File: config.mk
export PLATFORM = sky130hd
export DESIGN_NAME = adc_sample_scheduler
export DESIGN_NICKNAME = d
export VERILOG_FILES = /design/src/rtl/adc_sample_scheduler_pkg.sv /design/src/rtl/adc_sample_scheduler_tick_gen.sv /design/src/rtl/adc_sample_scheduler.sv
export SDC_FILE = /design/constraint.sdc
export NUM_CORES = 1
export LEC_CHECK = 0
export ABC_AREA = 1
export CELL_PAD_IN_SITES_DETAIL_PLACEMENT = 1
export CELL_PAD_IN_SITES_GLOBAL_PLACEMENT = 1
export CORE_ASPECT_RATIO = 1.5
export CORE_MARGIN = 3
export CORE_UTILIZATION = 35
export DETAILED_ROUTE_END_ITERATION = 6
export PLACE_DENSITY = 0.82
export SETUP_SLACK_MARGIN = 0.2
export SLEW_MARGIN = 5
export SYNTH_ARGS = -nofsm -noshare
export SYNTH_HDL_FRONTEND = slang
export SYNTH_SLANG_ARGS = --single-unit
File: constraint.sdc
create_clock -name i_sys_clk -period 1.5 [get_ports i_sys_clk]
set_input_delay 0.15 -clock i_sys_clk [delete_from_list [all_inputs] [get_ports i_sys_clk]]
set_output_delay 0.15 -clock i_sys_clk [all_outputs]
set_load 0.02 [all_outputs]
File: src/rtl/adc_sample_scheduler_pkg.sv
`default_nettype none
// ============================================================================
// Module      : adc_sample_scheduler_pkg
// Description : Shared types and helpers for the ADC sample scheduler.
//               - sched_state_t : acquisition FSM state encoding
//               - C_CNT_W       : width of the statistics counters
//               - sat_inc()     : saturating increment for those counters
// Revision    : 1.0 - initial release
// ============================================================================
package adc_sample_scheduler_pkg;

  localparam int C_CNT_W = 16;

  typedef enum logic [2:0] {
    S_IDLE      = 3'd0,
    S_WAIT_TICK = 3'd1,
    S_ARM       = 3'd2,
    S_CONVERT   = 3'd3,
    S_NEXT      = 3'd4,
    S_FINISH    = 3'd5
  } sched_state_t;

  // Counters stick at all-ones rather than wrapping back to zero.
  function automatic logic [C_CNT_W-1:0] sat_inc(input logic [C_CNT_W-1:0] v);
    return (v == {C_CNT_W{1'b1}}) ? v : v + 1'b1;
  endfunction

endpackage
`default_nettype wire

File: src/rtl/adc_sample_scheduler_tick_gen.sv
`default_nettype none
// ============================================================================
// Module      : adc_sample_scheduler_tick_gen
// Description : Sweep pacing counter. Counts 0..TICK_DIV-1 while enabled and
//               pulses o_tick for one cycle on the terminal count.
// Ports       : i_clk   - system clock
//               i_rst   - synchronous active-high reset
//               i_clr   - restart the count from zero (acquisition start)
//               i_en    - count enable (acquisition busy)
//               o_tick  - one-cycle tick at count TICK_DIV-1
// Revision    : 1.0 - initial release
// ============================================================================
module adc_sample_scheduler_tick_gen #(
  parameter int TICK_DIV = 128
) (
  input  logic i_clk,
  input  logic i_rst,
  input  logic i_clr,
  input  logic i_en,
  output logic o_tick
);

  localparam int C_W = (TICK_DIV > 1) ? $clog2(TICK_DIV) : 1;
  localparam logic [C_W-1:0] C_LAST = C_W'(TICK_DIV - 1);

  logic [C_W-1:0] r_cnt;

  always_ff @(posedge i_clk) begin
    if (i_rst || i_clr) begin
      r_cnt <= '0;
    end else if (i_en) begin
      r_cnt <= (r_cnt == C_LAST) ? '0 : r_cnt + 1'b1;
    end
  end

  assign o_tick = i_en && (r_cnt == C_LAST);

endmodule
`default_nettype wire

File: src/rtl/adc_sample_scheduler.sv
`default_nettype none
// ============================================================================
// Module      : adc_sample_scheduler
// Description : Paces ADC sample sweeps, grants each enabled channel one SPI
//               conversion per sweep in ascending order, and opens the
//               transmitter burst window at the start of an acquisition.
// Options     : SCHED_TIMEOUT_EN - when defined, a watchdog aborts a
//               conversion after TIMEOUT cycles without adc_fin.
// Ports       : i_sys_clk      - system clock
//               i_reset        - synchronous active-high reset
//               i_start        - begin acquisition (ignored while busy)
//               i_stop         - end acquisition after in-flight conversion
//               i_ch_mask      - channel enables, latched at start
//               i_fifo_full    - per-channel FIFO full (skip conversion)
//               i_adc_fin      - per-channel conversion-done pulse
//               o_adc_en       - per-channel SPI enable (one-hot or zero)
//               o_cur_ch       - channel index being converted
//               o_tx_gate      - transmitter enable window
//               o_busy         - acquisition in progress
//               o_done         - one-cycle pulse at acquisition end
//               o_sample_idx   - sweeps completed
//               o_miss_cnt     - ticks lost while a sweep was running
//               o_drop_cnt     - conversions skipped or aborted
//               o_timeout_err  - sticky watchdog error
// Revision    : 1.0 - initial release
// ============================================================================
module adc_sample_scheduler
  import adc_sample_scheduler_pkg::*;
#(
  parameter int N_ADC       = 5,
  parameter int TICK_DIV    = 128,
  parameter int SAMPLES     = 4096,
  parameter int BURST_TICKS = 32,
  parameter int TIMEOUT     = 255
) (
  input  logic               i_sys_clk,
  input  logic               i_reset,
  input  logic               i_start,
  input  logic               i_stop,
  input  logic [N_ADC-1:0]   i_ch_mask,
  input  logic [N_ADC-1:0]   i_fifo_full,
  input  logic [N_ADC-1:0]   i_adc_fin,
  output logic [N_ADC-1:0]   o_adc_en,
  output logic [2:0]         o_cur_ch,
  output logic               o_tx_gate,
  output logic               o_busy,
  output logic               o_done,
  output logic [C_CNT_W-1:0] o_sample_idx,
  output logic [C_CNT_W-1:0] o_miss_cnt,
  output logic [C_CNT_W-1:0] o_drop_cnt,
  output logic               o_timeout_err
);

  localparam logic [C_CNT_W-1:0] C_LAST_SAMPLE = C_CNT_W'(SAMPLES - 1);
  localparam logic [C_CNT_W-1:0] C_LAST_BURST  = C_CNT_W'(BURST_TICKS - 1);

  sched_state_t       r_state, w_state_nxt;
  logic [N_ADC-1:0]   r_mask, r_adc_en, w_ch_oh;
  logic [2:0]         r_ch, r_cur_ch, w_first, w_next;
  logic               w_first_vld, w_next_vld;
  logic               r_tx_gate, r_busy, r_done, r_stop_pend;
  logic [C_CNT_W-1:0] r_sample_idx, r_miss_cnt, r_drop_cnt, r_burst_cnt;
  logic               w_tick, w_start_go, w_stop_any, w_fin, w_full;
  logic               w_timeout, w_last_sweep, w_conv_end, w_sweep_end;

  adc_sample_scheduler_tick_gen #(
    .TICK_DIV (TICK_DIV)
  ) u_tick_gen (
    .i_clk  (i_sys_clk),
    .i_rst  (i_reset),
    .i_clr  (w_start_go),
    .i_en   (r_busy),
    .o_tick (w_tick)
  );

  // Lowest enabled channel, and the lowest enabled channel above r_ch.
  // Scanning downward lets the last hit win, i.e. the lowest index.
  always_comb begin
    w_first_vld = 1'b0;
    w_first     = '0;
    w_next_vld  = 1'b0;
    w_next      = '0;
    w_ch_oh     = '0;
    for (int i = N_ADC - 1; i >= 0; i--) begin
      if (r_mask[i]) begin
        w_first_vld = 1'b1;
        w_first     = 3'(i);
        if (3'(i) > r_ch) begin
          w_next_vld = 1'b1;
          w_next     = 3'(i);
        end
      end
      w_ch_oh[i] = (r_ch == 3'(i));
    end
  end

  assign w_start_go   = (r_state == S_IDLE) && i_start;
  assign w_stop_any   = r_stop_pend || i_stop;
  // r_adc_en is one-hot on r_ch during CONVERT, so this ignores other channels.
  assign w_fin        = |(i_adc_fin & r_adc_en);
  assign w_full       = |(i_fifo_full & w_ch_oh);
  assign w_last_sweep = (r_sample_idx == C_LAST_SAMPLE);

  // State register
  always_ff @(posedge i_sys_clk) begin
    if (i_reset) r_state <= S_IDLE;
    else         r_state <= w_state_nxt;
  end

  // Next-state logic
  always_comb begin
    w_state_nxt = r_state;
    unique case (r_state)
      S_IDLE:      if (i_start) w_state_nxt = S_WAIT_TICK;
      S_WAIT_TICK: begin
        if (w_stop_any)  w_state_nxt = S_FINISH;
        else if (w_tick) w_state_nxt = w_first_vld ? S_ARM : S_NEXT;
      end
      S_ARM:       w_state_nxt = w_full ? S_NEXT : S_CONVERT;
      S_CONVERT:   if (w_fin || w_timeout) w_state_nxt = S_NEXT;
      S_NEXT: begin
        if (w_stop_any)        w_state_nxt = S_FINISH;
        else if (w_next_vld)   w_state_nxt = S_ARM;
        else if (w_last_sweep) w_state_nxt = S_FINISH;
        else                   w_state_nxt = S_WAIT_TICK;
      end
      S_FINISH:    w_state_nxt = S_IDLE;
      default:     w_state_nxt = S_IDLE;
    endcase
  end

  // Output decode: strobes that steer the registered datapath
  always_comb begin
    w_conv_end  = (r_state == S_CONVERT) && (w_fin || w_timeout);
    // A sweep is complete only when no higher channel remains; a stop that
    // lands mid-sweep finishes without counting the partial sweep.
    w_sweep_end = (r_state == S_NEXT) && !w_next_vld;
  end

  always_ff @(posedge i_sys_clk) begin
    if (i_reset) begin
      r_mask       <= '0;
      r_ch         <= '0;
      r_cur_ch     <= '0;
      r_adc_en     <= '0;
      r_tx_gate    <= 1'b0;
      r_busy       <= 1'b0;
      r_done       <= 1'b0;
      r_stop_pend  <= 1'b0;
      r_sample_idx <= '0;
      r_miss_cnt   <= '0;
      r_drop_cnt   <= '0;
      r_burst_cnt  <= '0;
    end else begin
      r_done <= 1'b0;
      if (w_start_go) begin
        r_mask       <= i_ch_mask;
        r_sample_idx <= '0;
        r_miss_cnt   <= '0;
        r_drop_cnt   <= '0;
        r_burst_cnt  <= '0;
        r_busy       <= 1'b1;
        r_tx_gate    <= 1'b1;
        r_stop_pend  <= i_stop;
      end else if (r_state != S_IDLE) begin
        if (i_stop) r_stop_pend <= 1'b1;
        // Every tick counts toward the burst window, serviced or missed.
        if (w_tick) begin
          r_burst_cnt <= sat_inc(r_burst_cnt);
          if (r_burst_cnt == C_LAST_BURST) r_tx_gate <= 1'b0;
          if (r_state != S_WAIT_TICK) r_miss_cnt <= sat_inc(r_miss_cnt);
        end
        if ((r_state == S_WAIT_TICK) && !w_stop_any && w_tick) r_ch <= w_first;
        if (r_state == S_ARM) begin
          if (w_full) begin
            r_drop_cnt <= sat_inc(r_drop_cnt);
          end else begin
            r_adc_en <= w_ch_oh;
            r_cur_ch <= r_ch;
          end
        end
        if (w_conv_end) begin
          r_adc_en <= '0;
          if (w_timeout) r_drop_cnt <= sat_inc(r_drop_cnt);
        end
        if ((r_state == S_NEXT) && !w_stop_any && w_next_vld) r_ch <= w_next;
        if (w_sweep_end) r_sample_idx <= sat_inc(r_sample_idx);
        if (r_state == S_FINISH) begin
          r_done      <= 1'b1;
          r_busy      <= 1'b0;
          r_tx_gate   <= 1'b0;
          r_stop_pend <= 1'b0;
        end
      end
    end
  end

`ifdef SCHED_TIMEOUT_EN
  localparam logic [C_CNT_W-1:0] C_WDOG_LAST = C_CNT_W'(TIMEOUT - 1);

  logic [C_CNT_W-1:0] r_wdog;
  logic               r_timeout_err;

  // Counts cycles spent in CONVERT; restarts on every new conversion.
  always_ff @(posedge i_sys_clk) begin
    if (i_reset || (r_state != S_CONVERT)) r_wdog <= '0;
    else                                   r_wdog <= r_wdog + 1'b1;
  end

  assign w_timeout = (r_state == S_CONVERT) && !w_fin && (r_wdog == C_WDOG_LAST);

  always_ff @(posedge i_sys_clk) begin
    if (i_reset || w_start_go) r_timeout_err <= 1'b0;
    else if (w_timeout)        r_timeout_err <= 1'b1;
  end

  assign o_timeout_err = r_timeout_err;
`else
  assign w_timeout     = 1'b0;
  assign o_timeout_err = 1'b0;
`endif

  assign o_adc_en     = r_adc_en;
  assign o_cur_ch     = r_cur_ch;
  assign o_tx_gate    = r_tx_gate;
  assign o_busy       = r_busy;
  assign o_done       = r_done;
  assign o_sample_idx = r_sample_idx;
  assign o_miss_cnt   = r_miss_cnt;
  assign o_drop_cnt   = r_drop_cnt;

endmodule
`default_nettype wire

# After elaboration in Yosys (flattened, before gate mapping)

Cells that the tools add are included.
W data, S select, Z words.

Flip-flop bits (word level): 94
Logic and storage cells: 150
Bits of input ports: 19
Output and inout bits: 60

Eq/ne operators: 21
$lt $le $gt $ge: 5
Reductions and logical operators: 37
Add/sub/neg operators: 5
Bitwise operators: 9
Multiplexer cells: 59

Operator list:

| operator                | number |
|---|---|
| $mux W3                 | 26 |
| $add A16 B1 Y16 const B | 4 |
| $eq A16 B16 Y1 const B  | 4 |
| $mux W1                 | 28 |
| $eq A16 B12 Y1 const B  | 1 |
| $eq A16 B5 Y1 const B   | 1 |
| $reduce_and A4 Y1       | 4 |
| $mux W5                 | 3 |
| $pmux W3 S5             | 1 |
| $reduce_and A3 Y1       | 5 |
| $eq A3 B2 Y1 const B    | 4 |
| $reduce_bool A3 Y1      | 4 |
| $and A5 B5 Y5           | 2 |
| $reduce_or A5 Y1        | 2 |
| $eq A3 B3 Y1 const B    | 3 |
| $logic_and A1 B1 Y1     | 8 |
| $reduce_bool A2 Y1      | 4 |
| $add A7 B1 Y7 const B   | 1 |
| $eq A7 B7 Y1 const B    | 1 |
| $mux W7                 | 1 |
| $not A1 Y1              | 7 |
| $eq A3 B1 Y1 const B    | 2 |
| $gt A1 B3 Y1 const A    | 2 |
| $gt A2 B3 Y1 const A    | 2 |
| 11 further kinds        | 16 |

# Longest topological paths before layout

Gate-level depths: netlist of the first run.

Depth in word-level cells: 14
Depth in mapped cells: 11
Gate-level depth less buffers: 11

# By module

A second synthesis of the first run with hierarchy kept.

Cell total of the unflattened synthesis: 796
Area, all modules: 5293.8 um2

By module, submodules not included:

| module                        | cells each | instances | sequential area each (um2) | area each (um2) |
|---|---|---|---|---|
| adc_sample_scheduler          | 744        | 1         | 1741.7                     | 4931.0 |
| adc_sample_scheduler_tick_gen | 52         | 1         | 140.1                      | 362.8 |

# Least setup slack after synthesis of the first run

No wires, ideal clock.

Kind: register to register
From: register r_miss_cnt[0] (netlist: o_miss_cnt[0])
To: register r_miss_cnt[11] (netlist: o_miss_cnt[11])
Library setup time: 0.121 ns
Period minus slack after synthesis: 1.757 ns
Slack: -0.257 ns
Data arrival time: 1.636 ns
Buffers on the path: 1
Required time: 1.379 ns
Cell stages (with the launch flop): 10
Cells stage by stage: dfxtp_1 > ha_1 > nand2_1 > nor2_1 > nand4_1 > nand2_1 > nor2_8 > buf_6 > nand2_1 > a21oi_2

Word-level cells in the longest chain between the ends: 3
Elaborated cells on any way between the ends: 4
Those cells by class: add/sub: 1; eq/ne: 1; bitwise: 1; reduce/logical: 1

RTL lines:

| element                                                 | line                        | RTL |
|---|---|---|
| start, declared                                         | adc_sample_scheduler.sv:62  | `logic [C_CNT_W-1:0] r_sample_idx, r_miss_cnt, r_drop_cnt, r_burst_cnt;` |
| start signal, assigned                                  | adc_sample_scheduler.sv:171 | `if (r_state != S_WAIT_TICK) r_miss_cnt <= sat_inc(r_miss_cnt);` |
| branches (longest 3 deep; another with $add A16 B1 Y16) | --                          |  |

Several ways; the timed one is not identified.
A chain may end at the register's enable or synchronous reset.

# Final worst setup path of the first run

From: register u_tick_gen.r_cnt[0]
To: register r_burst_cnt[0]

Word-level cells in the longest chain between the ends: 3

RTL lines:

| element                            | line                                | RTL |
|---|---|---|
| start, declared                    | adc_sample_scheduler_tick_gen.sv:26 | `logic [C_W-1:0] r_cnt;` |
| start signal, assigned             | adc_sample_scheduler_tick_gen.sv:32 | `r_cnt <= (r_cnt == C_LAST) ? '0 : r_cnt + 1'b1;` |
| $eq A7 B7 Y1                       | adc_sample_scheduler_tick_gen.sv:36 | `assign o_tick = i_en && (r_cnt == C_LAST);` |
| $logic_and A1 B1 Y1                | adc_sample_scheduler_tick_gen.sv:36 |  |
| $reduce_and A3 Y1 (no source line) | --                                  |  |
| end signal, assigned               | adc_sample_scheduler.sv:169         | `r_burst_cnt <= sat_inc(r_burst_cnt);` |
| end, declared                      | adc_sample_scheduler.sv:62          |  |

No other way between the ends.

==> results of run 1 <==
-- stage by stage --
stage | worst slack [ps] | cell area, µm²
floorplan | -48.7 | 5820
CTS | -145 | 8750
detailed placement | -200 | 7480
finish | -328 | 9620
global route | -421 | 9620
global placement | -136 | 7480
-- worst max-delay path, cell delays in order, from the launching register on --
cell and delay, ps:
dfxtp_2 370, ha_4 160, nand2_4 60, nor2_4 100, nand3_4 100, nor2_8 160, buf_12 130, nand3_4 160
buf_12 180, xor2_1 130, nor2_1 170
-- logic make-up after synthesis --
| group | share of synthesized area, % |
|---|---|
| fa+ha+maj | 1.14 |
| buf+inv | 7.93 |
| other cells | 0.0681 |
| xor+xnor | 7.00 |
| compound gates | 11.6 |
| simple gates | 38.0 |
| flops | 34.2 |
-- final timing paths --
| path | end | slack [ps] | startpoint | cells past startpoint |
|---|---|---|---|---|
| min reg2reg | o_drop_cnt[13]$_SDFFE_PP0P_ | 480 | o_drop_cnt[13]$_SDFFE_PP0P_ | 2 |
| min | r_mask[2]$_SDFFE_PP0P_ | 400 | i_ch_mask[2] | 3 |
| max reg2reg | r_burst_cnt[0]$_SDFFE_PP0P_ | -330 | u_tick_gen.r_cnt[0]$_SDFFE_PP0P_ | 10 |
| max | r_burst_cnt[0]$_SDFFE_PP0P_ | -330 | u_tick_gen.r_cnt[0]$_SDFFE_PP0P_ | 10 |
-- what timing repair did --
action,in CTS,in global routing
setup buffers,31,23
setup endpoints to repair,150,121
gates cloned,5,5
pin swaps,80,54
hold endpoints to repair,0,0
gates resized for setup,267,206
-- final cells by class --
cell class,count,share of cell area [%]
clock buffer,14,2.95
clock inverter,2,0.377
inverter,74,3.17
multi-input combinational,597,46.2
sequential,94,20.5
tap,199,2.59
timing repair buffer,242,24.1
timing repair inverter,1,0.0910
-- placed cells by master, fill, tap and decap left out, types with 17 or more instances in the layout --
cell / instances
buf_4: 114
nand2_1: 105
inv_1: 58
nor2_1: 57
a21oi_2: 57
dfxtp_1: 54
nand2_2: 47
nand3_1: 46
nand2_4: 43
xor2_1: 34
buf_6: 25
nor3_1: 24
nand3_2: 24
dfxtp_2: 23
clkbuf_2: 23
dlygate4sd2_1: 21
clkdlybuf4s50_1: 18
o21ai_2: 17
dfxtp_4: 17
-- routing by layer --
metal  global-route usage [%]  part of all wire, %  vias to the layer above
met5                        0                    0                        -
met2                     48.8                   55                      250
met3                     3.57                  3.5                      140
met4                     13.2                  6.6                        0
met1                     24.8                   35                     3423
li1                         -                    -                     3053
-- flip-flops by register name, summed over array words and instances, names as in the netlist --
signal,count
r_state,3
o_adc_en,5
o_drop_cnt,16
r_ch,3
r_stop_pend,1
o_tx_gate,1
r_mask,5
o_sample_idx,16
o_busy,1
o_done,1
o_cur_ch,3
o_miss_cnt,16
r_burst_cnt,16
u_tick_gen.r_cnt,7
-- report_power, final --
group | leakage, nW | switching [mW] | internal, mW
Combinational | 2.88 | 1.72 | 1.20
Sequential | 0.785 | 0.189 | 2.60
Clock | 0.159 | 1.09 | 1.48
Total | 3.82 | 3.01 | 5.28
==> impl_results.md, run 1 <==
* Status: complete, but fails checks
* Failing checks: setup timing
* Initial drt markers at 337
* Port bufs at 77
* Total grt overflow at 0
* Area contributors post-synth: dfxtp_1 (34%), nand2_1 (13%), nand3_1 (6.8%), xor2_1 (5.6%), nor2_1 (5.4%)
* Layout cell share with drive strength beyond 1 at 52.7%
* Via count at between 6,000 and 7,000
* DIE AREA at 17,300 µm²
* Worst-path fanout max at 4
* YS warnings at 0
* Clk slew on worst S/H paths at about 70 ps
* Final setup viols at 83
* Worst setup SP type: flip-flop
* FP Rows at 55
* Commonest cells in the netlist: nand2_1 (188), dfxtp_1 (94), nor2_1 (79)
* Core box area at 15,300 µm²
* CTS tree: built
* RSZ-0062 raised after global routing: yes
* Final std cells w/o fill at 1,223
* Crit path time final at 1830 ps
* Fin nets at 1,043
* Antenna cells at 0
* CP Capture Type: flip-flop
* Count leader, synth: nand2_1
* Vias in the first global route at 7,012
* Post-synth top area share at 34.2%
* Slew Viols, Final at 0
* Routed Antenna Nets at 0
* WL per Instance at 23.0 µm
* CTS HTree Levels at 3
* Hold crit path type: in -> reg
* Final worst slack at -328 ps
* Max_cap viols at 0
* Synthesized Nets at a little over 800
* DRC at 0
* Num CTS Buffers at 9
* Setup CP Type: reg -> reg
* Final Util at around 63%
* Clock Tree Root: clkbuf_16
* FFs w/ async S/R, synth at 0%
* Leakage at 3.82 nW
* Fmax at 547 MHz
* Area Growth Syn to Fin at 74.8%
* WP data required at ~1800 ps
* Area taken by multi-input logic gates at 4450 µm²
* Reg area at 1970 µm²
* Starting Density at about 36%
* Setup tns final at -15,580 ps
* Final Wtd Congestion at just under 0.9
* Overall routing resource usage at around a quarter
* EDFF count, synth at 0
* Ys flop type: dfxtp_1
* Pwr per Cell Area at 861 nW/µm²
* Final Hold Vio Count at 0
* Via/cell ratio at 5.61
* Fin crit share at 122%
* Area leader, netlist: dfxtp_1
* DRT Pass-1 Iters at 5
* Synth Instances at 786
* Cell Area, Synth at 5510 µm²
* Width of the die at 108 µm
* Post-DP HPWL at about 13,000 µm
* Die Y at between 150 and 200 µm
* CTS Buffer Depth at 2
* Sequential share of the synthesized area at 34.2%
* Ports at 79
* Hold-fix buffers, CTS at 0
* Netlist cell types at 39
* Largest net degree at the start of global routing at 22
* Syn Area/Cell at 7.00 µm²
* Placed Instances at approximately 1,100
* Later-pin clock latency in the skew report at about 360 ps
* Initial antenna violation count at 0
* # fillers at between 1,500 and 2,000
* First-pass GRT wire length at roughly 35,000 µm
* Fin Hold WS at 400 ps
* Seq cells post-synth at 94
* Peak supply drop at 0.000619 V
* Routed WL at between 20,000 and 30,000 µm
* Clock tree sinks at 94
* Skew final at roughly 11 ps
* Tot Pwr at slightly above 8 mW
* CP arrival at 2090 ps
Note: power is estimated with default switching activity, not from simulation.
==> run 2, diff against run 1 <==
- CAP_MARGIN: default -> 20
==> results of run 2 <==
No change in the layout: final DEF, timing and power equal those of run 1.
